===== src/rtl/pinball_collision_pkg.sv =====
// Shared types and constants for the ball collision detector.
package pinball_collision_pkg;

  localparam int unsigned COORD_W = 11;
  localparam logic [COORD_W-1:0] COORD_MAX = 11'd2047;
  localparam int unsigned TILE_SIZE = 32;

  typedef enum logic [1:0] {
    WAIT_FRAME = 2'd0,
    ACCUM      = 2'd1,
    REPORT     = 2'd2
  } coll_state_t;

endpackage


===== src/rtl/hit_bbox_accum.sv =====
// Per-frame bounding box of hit pixels plus a saturating hit counter.
import pinball_collision_pkg::*;

module hit_bbox_accum #(
  parameter int unsigned COUNT_W = 12
) (
  input  logic               clk,
  input  logic               reset,
  input  logic               clear,
  input  logic               en,
  input  logic [COORD_W-1:0] x,
  input  logic [COORD_W-1:0] y,
  output logic [COORD_W-1:0] min_x,
  output logic [COORD_W-1:0] max_x,
  output logic [COORD_W-1:0] min_y,
  output logic [COORD_W-1:0] max_y,
  output logic [COUNT_W-1:0] count
);

  logic [COORD_W-1:0] r_min_x, r_max_x, r_min_y, r_max_y;
  logic [COUNT_W-1:0] r_count;

  logic [COORD_W-1:0] w_min_x_base, w_max_x_base, w_min_y_base, w_max_y_base;
  logic [COUNT_W-1:0] w_cnt_base;

  // Clear wins over the held value; a same-cycle hit then updates the cleared value
  always_comb begin
    w_min_x_base = clear ? COORD_MAX : r_min_x;
    w_min_y_base = clear ? COORD_MAX : r_min_y;
    w_max_x_base = clear ? '0 : r_max_x;
    w_max_y_base = clear ? '0 : r_max_y;
    w_cnt_base   = clear ? '0 : r_count;
  end

  // Box and counter update
  always_ff @(posedge clk) begin
    if (reset) begin
      r_min_x <= COORD_MAX;
      r_min_y <= COORD_MAX;
      r_max_x <= '0;
      r_max_y <= '0;
      r_count <= '0;
    end else begin
      r_min_x <= (en && (x < w_min_x_base)) ? x : w_min_x_base;
      r_min_y <= (en && (y < w_min_y_base)) ? y : w_min_y_base;
      r_max_x <= (en && (x > w_max_x_base)) ? x : w_max_x_base;
      r_max_y <= (en && (y > w_max_y_base)) ? y : w_max_y_base;
      r_count <= (en && (w_cnt_base != '1)) ? w_cnt_base + COUNT_W'(1) : w_cnt_base;
    end
  end

  assign min_x = r_min_x;
  assign max_x = r_max_x;
  assign min_y = r_min_y;
  assign max_y = r_max_y;
  assign count = r_count;

endmodule


===== src/rtl/ball_collision_detector.sv =====
// Per-frame ball vs. playfield collision accumulator with a registered snapshot at frame start.
import pinball_collision_pkg::*;

module ball_collision_detector #(
  parameter int unsigned BALL_DELAY = 1,
  parameter int unsigned COUNT_W    = 12
) (
  input  logic               clk,
  input  logic               reset,
  input  logic               startOfFrame,
  input  logic [COORD_W-1:0] pixelX,
  input  logic [COORD_W-1:0] pixelY,
  input  logic               ballDR,
  input  logic               boardersDrawReq,
  input  logic               diagonalBoarderDrawReq,
  input  logic               oneSidedBorderDR,
  input  logic               lossDR,
  input  logic               teleportDR,
  input  logic               speedVarDR,
  input  logic [COORD_W-1:0] topleftX,
  input  logic [COORD_W-1:0] topleftY,
  output logic               collisionValid,
  output logic               hitBorder,
  output logic               hitDiagonal,
  output logic               hitOneSided,
  output logic               hitLoss,
  output logic               hitTeleport,
  output logic               hitSpeed,
  output logic [COORD_W-1:0] borderMinX,
  output logic [COORD_W-1:0] borderMaxX,
  output logic [COORD_W-1:0] borderMinY,
  output logic [COORD_W-1:0] borderMaxY,
  output logic [COUNT_W-1:0] borderHitCount,
  output logic [COORD_W-1:0] teleportTileX,
  output logic [COORD_W-1:0] teleportTileY
);

  localparam int unsigned N_HIT = 6;

  // Delay line aligning the ball request and coordinates with the registered background flags
  logic               r_ball_sr [BALL_DELAY];
  logic [COORD_W-1:0] r_px_sr   [BALL_DELAY];
  logic [COORD_W-1:0] r_py_sr   [BALL_DELAY];

  logic               w_ball_d;
  logic [COORD_W-1:0] w_px_d, w_py_d;

  coll_state_t r_state, w_state_nxt;
  logic        w_accum_en, w_clear, w_snap;

  logic [N_HIT-1:0]   w_flags, w_hit;
  logic               w_border_px;
  logic [N_HIT-1:0]   r_hit_acc;
  logic               r_tele_armed, w_tele_armed_base;
  logic [COORD_W-1:0] r_tele_x, r_tele_y;

  logic [COORD_W-1:0] w_acc_min_x, w_acc_max_x, w_acc_min_y, w_acc_max_y;
  logic [COUNT_W-1:0] w_acc_count;

  logic               r_valid;
  logic [N_HIT-1:0]   r_hit_out;
  logic [COORD_W-1:0] r_min_x, r_max_x, r_min_y, r_max_y;
  logic [COUNT_W-1:0] r_count;
  logic [COORD_W-1:0] r_tile_x, r_tile_y;

  // Shift register for ballDR and pixel coordinates
  always_ff @(posedge clk) begin
    if (reset) begin
      for (int i = 0; i < int'(BALL_DELAY); i++) begin
        r_ball_sr[i] <= 1'b0;
        r_px_sr[i]   <= '0;
        r_py_sr[i]   <= '0;
      end
    end else begin
      r_ball_sr[0] <= ballDR;
      r_px_sr[0]   <= pixelX;
      r_py_sr[0]   <= pixelY;
      for (int i = 1; i < int'(BALL_DELAY); i++) begin
        r_ball_sr[i] <= r_ball_sr[i-1];
        r_px_sr[i]   <= r_px_sr[i-1];
        r_py_sr[i]   <= r_py_sr[i-1];
      end
    end
  end

  assign w_ball_d = r_ball_sr[BALL_DELAY-1];
  assign w_px_d   = r_px_sr[BALL_DELAY-1];
  assign w_py_d   = r_py_sr[BALL_DELAY-1];

  // FSM state register
  always_ff @(posedge clk) begin
    if (reset) r_state <= WAIT_FRAME;
    else       r_state <= w_state_nxt;
  end

  // FSM next state and frame control strobes
  always_comb begin
    w_state_nxt = r_state;
    w_accum_en  = 1'b0;
    w_clear     = 1'b0;
    w_snap      = 1'b0;
    case (r_state)
      WAIT_FRAME: begin
        if (startOfFrame) begin
          w_clear     = 1'b1;
          w_accum_en  = 1'b1;
          w_state_nxt = ACCUM;
        end
      end
      ACCUM: begin
        w_accum_en = 1'b1;
        if (startOfFrame) begin
          w_clear     = 1'b1;
          w_snap      = 1'b1;
          w_state_nxt = REPORT;
        end
      end
      REPORT: begin
        w_accum_en = 1'b1;
        if (startOfFrame) begin
          w_clear     = 1'b1;
          w_snap      = 1'b1;
          w_state_nxt = REPORT;
        end else begin
          w_state_nxt = ACCUM;
        end
      end
      default: w_state_nxt = WAIT_FRAME;
    endcase
  end

  // Per-category hit detection, ignored until the first frame start
  always_comb begin
    w_flags     = {speedVarDR, teleportDR, lossDR, oneSidedBorderDR,
                   diagonalBoarderDrawReq, boardersDrawReq};
    w_hit       = (w_accum_en && w_ball_d) ? w_flags : '0;
    w_border_px = w_hit[0] || w_hit[1];
    w_tele_armed_base = w_clear ? 1'b1 : r_tele_armed;
  end

  // Sticky hit bits and first-teleport tile capture
  always_ff @(posedge clk) begin
    if (reset) begin
      r_hit_acc    <= '0;
      r_tele_armed <= 1'b1;
      r_tele_x     <= '0;
      r_tele_y     <= '0;
    end else begin
      r_hit_acc <= (w_clear ? '0 : r_hit_acc) | w_hit;
      if (w_hit[4] && w_tele_armed_base) begin
        r_tele_armed <= 1'b0;
        r_tele_x     <= topleftX;
        r_tele_y     <= topleftY;
      end else begin
        r_tele_armed <= w_tele_armed_base;
        r_tele_x     <= w_clear ? '0 : r_tele_x;
        r_tele_y     <= w_clear ? '0 : r_tele_y;
      end
    end
  end

  hit_bbox_accum #(
    .COUNT_W (COUNT_W)
  ) u_border_accum (
    .clk   (clk),
    .reset (reset),
    .clear (w_clear),
    .en    (w_border_px),
    .x     (w_px_d),
    .y     (w_py_d),
    .min_x (w_acc_min_x),
    .max_x (w_acc_max_x),
    .min_y (w_acc_min_y),
    .max_y (w_acc_max_y),
    .count (w_acc_count)
  );

  // Snapshot register; an empty frame reports a zero box
  always_ff @(posedge clk) begin
    if (reset) begin
      r_valid   <= 1'b0;
      r_hit_out <= '0;
      r_min_x   <= '0;
      r_max_x   <= '0;
      r_min_y   <= '0;
      r_max_y   <= '0;
      r_count   <= '0;
      r_tile_x  <= '0;
      r_tile_y  <= '0;
    end else begin
      r_valid <= w_snap;
      if (w_snap) begin
        r_hit_out <= r_hit_acc;
        r_count   <= w_acc_count;
        r_tile_x  <= r_tele_x;
        r_tile_y  <= r_tele_y;
        if (w_acc_count == '0) begin
          r_min_x <= '0;
          r_max_x <= '0;
          r_min_y <= '0;
          r_max_y <= '0;
        end else begin
          r_min_x <= w_acc_min_x;
          r_max_x <= w_acc_max_x;
          r_min_y <= w_acc_min_y;
          r_max_y <= w_acc_max_y;
        end
      end
    end
  end

  assign collisionValid = r_valid;
  assign hitBorder      = r_hit_out[0];
  assign hitDiagonal    = r_hit_out[1];
  assign hitOneSided    = r_hit_out[2];
  assign hitLoss        = r_hit_out[3];
  assign hitTeleport    = r_hit_out[4];
  assign hitSpeed       = r_hit_out[5];
  assign borderMinX     = r_min_x;
  assign borderMaxX     = r_max_x;
  assign borderMinY     = r_min_y;
  assign borderMaxY     = r_max_y;
  assign borderHitCount = r_count;
  assign teleportTileX  = r_tile_x;
  assign teleportTileY  = r_tile_y;

endmodule


===== config.mk =====
export PLATFORM = sky130hd
export DESIGN_NAME = ball_collision_detector
export DESIGN_NICKNAME = d
export VERILOG_FILES = /design/src/rtl/pinball_collision_pkg.sv /design/src/rtl/hit_bbox_accum.sv /design/src/rtl/ball_collision_detector.sv
export SDC_FILE = /design/constraint.sdc
export NUM_CORES = 1
export LEC_CHECK = 0
export CAP_MARGIN = 20
export CORE_MARGIN = 1.5
export CORE_UTILIZATION = 30
export CTS_CLUSTER_SIZE = 8
export DETAILED_ROUTE_END_ITERATION = 10
export DONT_BUFFER_PORTS = 1
export GPL_ROUTABILITY_DRIVEN = 0
export HOLD_SLACK_MARGIN = 0.02
export PLACE_DENSITY = 0.42
export SLEW_MARGIN = 10
export SYNTH_ARGS = -nofsm -noshare
export SYNTH_HDL_FRONTEND = slang
export SYNTH_SLANG_ARGS = --single-unit
export TNS_END_PERCENT = 10

===== constraint.sdc =====
create_clock -name clk -period 3.95 [get_ports clk]
set_input_delay 0.395 -clock clk [delete_from_list [all_inputs] [get_ports clk]]
set_output_delay 0.395 -clock clk [all_outputs]
set_load 0.05 [all_outputs]

After elaboration in Yosys (flattened, before gate mapping)
Memory sizes are Yosys's and may differ from the RTL's.
Index checks and enable logic that the tools add are counted.
Storage, ports and cells
  register bits after elaboration: 172
  bits in latches: 0
  RAM bits: 23
  ROM bits: 0
  output and inout bits: 85
  memories kept: 3
Cells by class
  add/subtract/negate cells: 1
  multiply operators: 0
  div/mod/pow operators: 0
  $lt $le $gt $ge: 4
  equality and inequality tests: 5
  shift operators: 0
  mux-type cells: 38
  bitwise gates (word level): 1
  reduce and logical (&&, ||, !) cells: 17
Memory list
  r_px_sr: depth 1, width 11, rd ports 1, clocked after memory_dff 0, write ports 1, RTL line ball_collision_detector.sv:42  | logic [COORD_W-1:0] r_px_sr [BALL_DELAY];
  r_py_sr: depth 1, width 11, rd ports 1, clocked after memory_dff 0, write ports 1, RTL line ball_collision_detector.sv:43  | logic [COORD_W-1:0] r_py_sr [BALL_DELAY];
  r_ball_sr: depth 1, width 1, rd ports 1, clocked after memory_dff 0, write ports 1, RTL line ball_collision_detector.sv:41  | logic r_ball_sr [BALL_DELAY];
Operators with widths (number)
  $mux 11: 17
  $mux 12: 2
  $gt 11x11->1: 2
  $lt 11x11->1: 2
  $reduce_or 11->1: 2
  $add 12x1->12 const B: 1
  $logic_not 12->1: 1
  $mux 1: 12
  $mux 6: 2
  $ne 12x12->1 const B: 1
  $logic_and 1x1->1: 7
  $mux 2: 3
  $or 6x6->6: 1
  $pmux 2 s3: 1
  $ne 2x2->1 const B: 2
  $reduce_or 3->1: 1
  $eq 2x1->1 const B: 1
  $eq 2x2->1 const B: 1
  $logic_not 2->1: 1
  $pmux 1 s2: 1
  $reduce_and 2->1: 1
  $reduce_bool 2->1: 1
  $reduce_or 2->1: 1
  $logic_or 1x1->1: 1
  $reduce_or 1->1: 1

Longest topological paths before layout
Gate-level depths: netlist of run 1.
  depth after elaboration: 8
  mapped depth: 12
  mapped depth without buffers: 9

Hierarchy
From an unflattened synthesis of run 1, not the netlist that was laid out.
Unflattened totals
  cells, all modules: 840
  area, all modules: 8154.1 µm²
By module, submodules not included
  ball_collision_detector: times used 1, cells an instance 426, area an instance 4566.9 µm², sequential area each 2782.7 µm²
  hit_bbox_accum: times used 1, cells an instance 414, area an instance 3587.2 µm², sequential area each 1121.1 µm²

Least setup slack after synthesis of run 1
No wires, ideal clock.
  path kind: register -> register
  from: register r_state[1]
  to: register u_border_accum.r_max_y[0], in the netlist u_border_accum.max_y[0]
  library setup time: 0.117 ns
  arrival: 2.840 ns
  data required time: 3.833 ns
  setup slack: 0.993 ns
  stages on the path, launching flop included: 13
  period minus slack after synthesis: 2.957 ns
  cells stage by stage: dfxtp_1 > ha_1 > nand2b_1 > clkbuf_1 > clkbuf_1 > nand2_1 > ha_1 > a211oi_1 > nor2_1 > a2111oi_0 > nor4_1 > buf_2 > a22o_1
Between the ends
  cells in the longest elaborated chain, start to end: 8
  elaborated cells between the ends (all ways): 14
RTL lines
  start: declaration: RTL line ball_collision_detector.sv:48  | coll_state_t r_state, w_state_nxt;
  start signal: assignment: RTL line ball_collision_detector.sv:93  | else r_state <= w_state_nxt;
  branches (longest 7 deep; another with $gt 11x11->1)
  $mux 11 *: RTL line hit_bbox_accum.sv:47  | r_max_y <= (en && (y > w_max_y_base)) ? y : w_max_y_base;
  end signal: assignment: RTL line hit_bbox_accum.sv:47
  end: declaration: RTL line hit_bbox_accum.sv:20  | logic [COORD_W-1:0] r_min_x, r_max_x, r_min_y, r_max_y;
Every way passes the cells marked *.
A chain may end at the register's enable or synchronous reset.

Final worst setup path of run 1
  from: register r_state[1]
  to: register u_border_accum.r_max_y[6], in the netlist u_border_accum.max_y[6]
Same word-level chain as after synthesis.

==> impl_metrics.py, run 1 <==
metrics = {
    "status": {
        "status": "finished clean",
    },
    "clock_network": {
        "cts_tree": "done",
        "clk_pin_slew_ns": 0.07,
        "cts.sinks": 195,
        "cts_buffers": 17,
        "post-cts-setup-buffers": 0,
        "cts-root-buf": "clkbuf_16",
        "insertion_delay_ns": 0.43,
        "h-tree-depth": 4,
        "clockBufferDepth": 2,
    },
    "detailed_routing": {
        "wirelength_mm": 21.29,
        "post_drt_via_cell_ratio": 4.922,
        "drt_iter0_drc": 380,
        "avgRoutedWirePerCell_um": 17.01,
        "antenna_left": 0,
        "vias": 6157,
        "dr.pass1.iters": 4,
        "drcViolationCount": 0,
    },
    "synth": {
        "async_flop_share_pct": 0,
        "syn_nets": 1028,
        "synth.ff_latch_count": 195,
        "synth_adder_area_share_pct": 7.245,
        "synth_xor_area_share_pct": 0.7554,
        "ys_top_cells_by_area": "dfxtp_1, ha_1, nand2_1, nor2_1, a21oi_1",
        "ys.flop_type": "dfxtp_1",
        "synth-edff-count": 0,
        "yosysTopAreaCellShare_pct": 48.10,
        "synth.avg_cell_area_sq_um": 8.756,
        "synth.area.mux_share_pct": 4.316,
        "synth_warnings": 0,
        "syn_inst": 927,
        "yosysSeqAreaShare_pct": 48.10,
        "yosysTopAreaCell": "dfxtp_1",
        "syn_area_sq_um": 8117,
        "synth_cell_types": 45,
        "synth_compound_area_share_pct": 14.15,
        "yosys.area_share.simple_pct": 21.89,
        "synth_top_family_by_area": "simple AND/OR/NAND/NOR gates",
    },
    "sta": {
        "hold_violations": 0,
        "timing.final.max_slew_violations": 0,
        "rsz0062_at_grt": "false",
        "max_freq_ghz": 0.3097,
        "fin_crit_sh_pct": 81.74,
        "post-route-min-period_ns": 3.229,
        "worst_pin_slew_ns": 0.8894,
        "maxSlewHeadroom_pct": 40.53,
        "setup_tns_ns": 0,
        "fin_skew_ns": 0.01067,
        "setup_viol_count_final": 0,
    },
    "finish": {
        "fill_cells": 2845,
        "drive_gt1_share_pct": 6.703,
        "finalInstanceArea_sq_um": 9057,
        "design.final.nets": 998,
        "area_growth_pct": 11.59,
        "antennaDiodeCount": 0,
    },
    "grt": {
        "grt_pass1_vias": 5994,
        "grt_pass1_wl_mm": 34.34,
        "gr-usage-all-layers_pct": 15.42,
        "antenna_found_initial": 0,
        "grt_max_degree": 194,
        "overflow": 0,
    },
    "worst_setup_path": {
        "startpoint_type": "flop",
        "r2r_slack_ns": 0.72,
        "cp.arrival_ns": 3.60,
        "worstSetupPathType": "flop to flop",
        "path_max_fanout": 26,
        "crit_required_ns": 4.32,
        "end_kind": "flop",
    },
    "hold_path": {
        "hold_class": "input pin to flop",
    },
    "die": {
        "core_area_sq_um": 26730,
        "initial_core_util_pct": 30.37,
        "die-area_sq_um": 28050,
        "io_pins": 139,
        "row_count": 60,
        "die_h_um": 167.5,
        "die_w_um": 167.5,
    },
    "placed_design": {
        "dp_hpwl_mm": 13.59,
        "place_area_sq_um": 8409,
        "io_buffer_count": 0,
    },
    "power": {
        "pwr_density_cell_nw_per_um2": 467.2,
        "peakVddDrop_mv": 0.2833,
        "p_leak_uw": 0.003280,
    },
    "job": {
        "maxCapViolCount": 0,
    },
}
-- synth_stat cells (all sizes together) (2+ instances only) --
cell type and instances:
buf 17, and2 6, a2111oi 2, nand2b 14, o211ai 2, o21bai 3
nand3b 3, clkbuf 47, ha 47, nor4 6, mux2i 35, xnor2 6
nand4 11, a22oi 49, a31o 2, o21ai 8, a21o 5, a21oi 84
nand3 34, a211oi 10, nor2 124, nand2 147, nor2b 26, nor3 17
dfxtp 195, and3 3, inv 5, or3 2, a22o 11
-- worst max-delay path, cell delays in order, from the launching register on --
cell and delay (ns):
dfxtp_1 0.41, ha_1 0.27, nand2b_2 0.53, nand2_1 0.13, ha_1 0.33, a211oi_1 0.22, nor2_1 0.07, a2111oi_0 0.52
o31a_1 0.48, a22o_1 0.21
-- layout by cell type, fill, tap and decap left out, types with 3 or more instances in the layout --
| cell type | n |
|---|---|
| nand2b_1 | 13 |
| nand3_1 | 34 |
| a22oi_1 | 49 |
| o21ai_0 | 8 |
| a21o_1 | 5 |
| nand2_1 | 146 |
| nand4_1 | 11 |
| bufinv_16 | 4 |
| mux2i_1 | 35 |
| buf_4 | 14 |
| and3_1 | 3 |
| nor3_1 | 16 |
| dfxtp_1 | 195 |
| inv_1 | 5 |
| nand3b_1 | 3 |
| o21bai_1 | 3 |
| nor4_1 | 4 |
| a22o_1 | 11 |
| nor2_1 | 122 |
| and2_1 | 6 |
| a211oi_2 | 3 |
| a21oi_1 | 84 |
| a211oi_1 | 7 |
| xnor2_1 | 6 |
| nor2b_1 | 25 |
| clkbuf_16 | 17 |
| inv_6 | 4 |
| ha_1 | 47 |
-- per-stage QoR --
step                      util (%)  power, uW  cells  setup WS, ns  hold slack [ns]
final                        33.89       4232   1251        0.7212          0.06619
after global routing         33.89       4427   1251        0.3006          0.02017
after CTS                    33.85       4307   1250        0.6885          0.02163
after detailed placement     31.47       2385   1218        0.7004           0.4383
after global placement       31.47       2385   1218        0.7444           0.4359
after floorplan                  -       2323    927        0.9931           0.4322
-- area by class of cell --
type / count / area [sq um] / area share [%]
multi-input combinational: 663 / 3955 / 43.67
sequential: 195 / 3904 / 43.10
clock buffer: 19 / 442.9 / 4.890
tap: 341 / 426.7 / 4.711
clock inverter: 13 / 195.2 / 2.155
timing repair buffer: 15 / 115.1 / 1.271
inverter: 5 / 18.77 / 0.2072
-- path summary, 6_finish.rpt --
check	from	to	depth (start not counted)
max	r_state[1]	u_border_accum.max_y[6]	9
min	reset	r_py_sr[0][0]	1
max reg2reg	r_state[1]	u_border_accum.max_y[6]	9
min reg2reg	r_hit_acc[4]	r_hit_out[4]	2
-- power breakdown --
part	leakage [uW]	internal (uW)	switching (uW)	total, uW
Clock	0.000307	1090	807	1900
Sequential	0.00158	2010	63.5	2070
Combinational	0.00139	91.0	172	263
-- routing by layer --
metal  track usage, %  vias up  share of wire [%]
met3            4.562        8                6.3
met2            24.28      126                 45
met1            20.53     2888                 48
li1                 -     3135                  -
met4            4.113        0               0.69
met5                0        -                  0
-- kinds of logic after synthesis --
group / Yosys count
simple gates: 395
flops: 195
compound gates: 179
buf+inv: 69
fa+ha+maj: 47
mux: 35
xor+xnor: 7
-- timing repair --
item,CTS,global route
hold buffers,0,1
gates resized for setup,0,0
endpoints found under the hold margin,0,1
(Power assumes the default switching activity.)
==> run 2, diff against run 1 <==
--- a/config.mk
+++ b/config.mk
@@ -5,6 +5,7 @@
 export SDC_FILE = /design/constraint.sdc
 export NUM_CORES = 1
 export LEC_CHECK = 0
+export ABC_AREA = 1
 export CAP_MARGIN = 20
 export CORE_MARGIN = 1.5
 export CORE_UTILIZATION = 30
@@ -13,7 +14,7 @@
 export DONT_BUFFER_PORTS = 1
 export GPL_ROUTABILITY_DRIVEN = 0
 export HOLD_SLACK_MARGIN = 0.02
-export PLACE_DENSITY = 0.42
+export PLACE_DENSITY = 0.43
 export SLEW_MARGIN = 10
 export SYNTH_ARGS = -nofsm -noshare
 export SYNTH_HDL_FRONTEND = slang
==> constraint.sdc (replaced) <==
create_clock -name clk -period 2.8 [get_ports clk]
set_input_delay 0.28 -clock clk [delete_from_list [all_inputs] [get_ports clk]]
set_output_delay 0.28 -clock clk [all_outputs]
set_load 0.05 [all_outputs]
==> run 2 against run 1 <==
  * Final cell count rose by 24%
  * Maximum frequency rose by 27%
  * Largest power group unchanged
  * Register-to-register slack worse by 0.46 ns
  * Worst setup slack lost 0.46 ns
  * Final area rose by 11%
  * Sequential share of layout area shrank 4.4 points
  * Synthesized cell count is 23% higher
  * Clock-buffer cell count down 1
==> impl_metrics.py, run 2 <==
metrics = {
    "synth": {
        "yosysTopAreaCell": "dfxtp_1",
        "syn_area_sq_um": 8627,
        "synth.ff_latch_count": 195,
        "synth_warnings": 0,
        "async_flop_share_pct": 0,
        "synth_cell_types": 40,
        "ys_top_cells_by_area": "dfxtp_1, nand2_1, nor2_1, ha_1, nand3_1",
        "syn_inst": 1138,
        "syn_nets": 1239,
        "ys.flop_type": "dfxtp_1",
        "yosysMostFrequentCell": "dfxtp_1",
        "synth-edff-count": 0,
        "yosysTopAreaCellShare_pct": 45.25,
        "synth.avg_cell_area_sq_um": 7.581,
        "yosys-top-cells-count": "dfxtp_1, nand2_1, nor2_1",
        "yosysSeqAreaShare_pct": 45.25,
    },
    "detailed_routing": {
        "drt_iter0_drc": 398,
        "top_layer": "met4",
        "met1_length_mm": 11.86,
        "met2_length_mm": 10.39,
        "antenna_left": 0,
        "avgRoutedWirePerCell_um": 15.13,
        "route.met3.wl_mm": 1.031,
        "wirelength_mm": 23.43,
        "dr.pass1.iters": 5,
        "drcViolationCount": 0,
        "vias": 7256,
        "post_drt_via_cell_ratio": 4.687,
    },
    "power": {
        "p_leak_uw": 0.004088,
        "peakVddDrop_mv": 0.3999,
        "power_uw": 8381,
        "pwr_density_cell_nw_per_um2": 831.0,
    },
    "sta": {
        "worst_pin_slew_ns": 0.5938,
        "maxSlewHeadroom_pct": 60.36,
        "rsz0062_at_grt": "false",
        "fin_crit_sh_pct": 90.51,
        "hold_violations": 0,
        "fin_skew_ns": 0.01145,
        "max_freq_ghz": 0.3946,
        "setup_viol_count_final": 0,
        "post-route-min-period_ns": 2.534,
        "setup_tns_ns": 0,
        "timing.final.max_slew_violations": 0,
    },
    "placed_design": {
        "place_area_sq_um": 9030,
        "io_buffer_count": 0,
        "dp_hpwl_mm": 15.75,
        "placedCellCount": 1468,
    },
    "finish": {
        "layout_common_cells": "dfxtp_1, nand2_1, nor2_1, nand3_1, a21oi_1",
        "seq_area_sq_um": 3904,
        "finalInstanceArea_sq_um": 10080,
        "final_cells": 1548,
        "drive_gt1_share_pct": 6.923,
        "antennaDiodeCount": 0,
        "multi_input_area_sq_um": 4093,
        "final_common_cell": "dfxtp_1",
        "design.final.nets": 1258,
        "fill_cells": 2987,
        "area_growth_pct": 16.90,
        "fin_util_pct": 36.00,
    },
    "die": {
        "row_count": 61,
        "die_w_um": 172.6,
        "die-area_sq_um": 29780,
        "io_pins": 139,
        "initial_core_util_pct": 30.80,
        "die_h_um": 172.6,
        "core_area_sq_um": 28010,
    },
    "hold_path": {
        "hold_class": "input pin to flop",
    },
    "worst_setup_path": {
        "worstSetupPathType": "flop to flop",
        "path_max_fanout": 18,
        "worstPathCellList": "ha_1 -> nor2_2 -> buf_4 -> nor2_1 -> ha_1 -> nand2_1 -> nand3b_1 -> nor2_2 -> nand3_2 -> nand2_4 -> inv_2 -> nand2_1 -> a21oi_1",
        "crit_required_ns": 3.10,
        "cp.arrival_ns": 2.83,
        "slowest_stage": "dfxtp_1",
        "end_kind": "flop",
        "max_stage_delay_ns": 0.41,
        "startpoint_type": "flop",
    },
    "clock_network": {
        "cts.sinks": 195,
        "h-tree-depth": 4,
        "cts-root-buf": "clkbuf_16",
        "cts_tree": "done",
        "clockBufferDepth": 2,
        "clk_pin_slew_ns": 0.08,
        "insertion_delay_ns": 0.42,
        "cts_buffers": 17,
    },
    "grt": {
        "grt_max_degree": 59,
        "grt_pass1_vias": 7009,
        "antenna_found_initial": 0,
        "grt_pass1_wl_mm": 38.60,
        "gr-usage-all-layers_pct": 15.97,
        "overflow": 0,
    },
    "status": {
        "status": "finished clean",
    },
    "job": {
        "maxCapViolCount": 0,
    },
}
==> run 2: cell count changes in the layout (fill, tap and decap cells not counted), moves of 35 or more <==
cell and delta:
o21ai_0 +88, nand3_1 +72, inv_1 +64, a22oi_1 -49
nor2_1 +49, dlygate4sd3_1 +46, nand2_1 +41, mux2i_1 -35
==> run 2: final cells by class <==
| type | count | area share [%] |
|---|---|---|
| Timing Repair Buffer | 73 | 7.667 |
| Multi-Input combinational cell | 794 | 40.58 |
| Tap cell | 378 | 4.690 |
| Clock buffer | 18 | 4.256 |
| Sequential cell | 195 | 38.71 |
| Clock inverter | 14 | 1.191 |
| Inverter | 76 | 2.903 |
==> run 2: final timing paths <==
check | from | end | slack (ns) | cells past startpoint
worst max register to register | r_state[0] | u_border_accum.count[5] | 0.27 | 13
worst min register to register | u_border_accum.min_x[1] | borderMinX[1] | 0.46 | 2
worst min-delay path | topleftY[0] | r_tele_y[0] | 0.04 | 2
worst max-delay path | r_state[0] | u_border_accum.count[5] | 0.27 | 13
==> run 2: what timing repair did <==
action | in CTS | in global routing
endpoints found under the hold margin | 57 | 0
setup buffers | 0 | 0
hold buffers | 48 | 0
gates resized for setup | 0 | 2
setup endpoints to repair | 0 | 7
==> run 2: critical path: cells and delay by family, from the launching register on <==
family / cells / cell delay (ns)
compound gates: 1 / 0.06
buf+inv: 2 / 0.31
flops: 1 / 0.41
fa+ha+maj: 2 / 0.47
simple gates: 8 / 1.16
==> run 2: per-stage QoR <==
stage          hold WS [ns]  setup WS (ns)
2_1_floorplan        0.3870         0.4679
3_3_place_gp         0.3591         0.2613
3_5_place_dp         0.3603         0.2272
4_1_cts             0.02032         0.2019
5_1_grt             0.02958     0.00006928
6_report            0.03768         0.2657
==> run 2: kinds of logic (layout without fill, tap and decap cells) <==
kind of cell             Yosys count  in the layout  share of synthesized area (%)
adder cells (fa/ha/maj)           47             47                          6.816
flip-flops                       195            195                          45.25
AO/OA/AOI/OAI                    231            231                          14.39
buffers and inverters            149            181                          7.455
AND/OR/NAND/NOR                  511            511                          25.58
XOR/XNOR                           5              5                         0.5076
==> run 2: per-layer routing <==
| layer | track usage (%) | up-vias |
|---|---|---|
| met4 | 3.472 | 0 |
| met5 | 0 | - |
| met3 | 3.518 | 6 |
| met1 | 22.19 | 3349 |
| met2 | 25.27 | 132 |
| li1 | - | 3769 |
==> run 2: power by group <==
| part | internal [uW] | switching (uW) | total (uW) |
|---|---|---|---|
| Sequential | 3190 | 1390 | 4580 |
| Clock | 1170 | 1210 | 2380 |
| Combinational | 520 | 900 | 1420 |
| Total | 4880 | 3500 | 8380 |
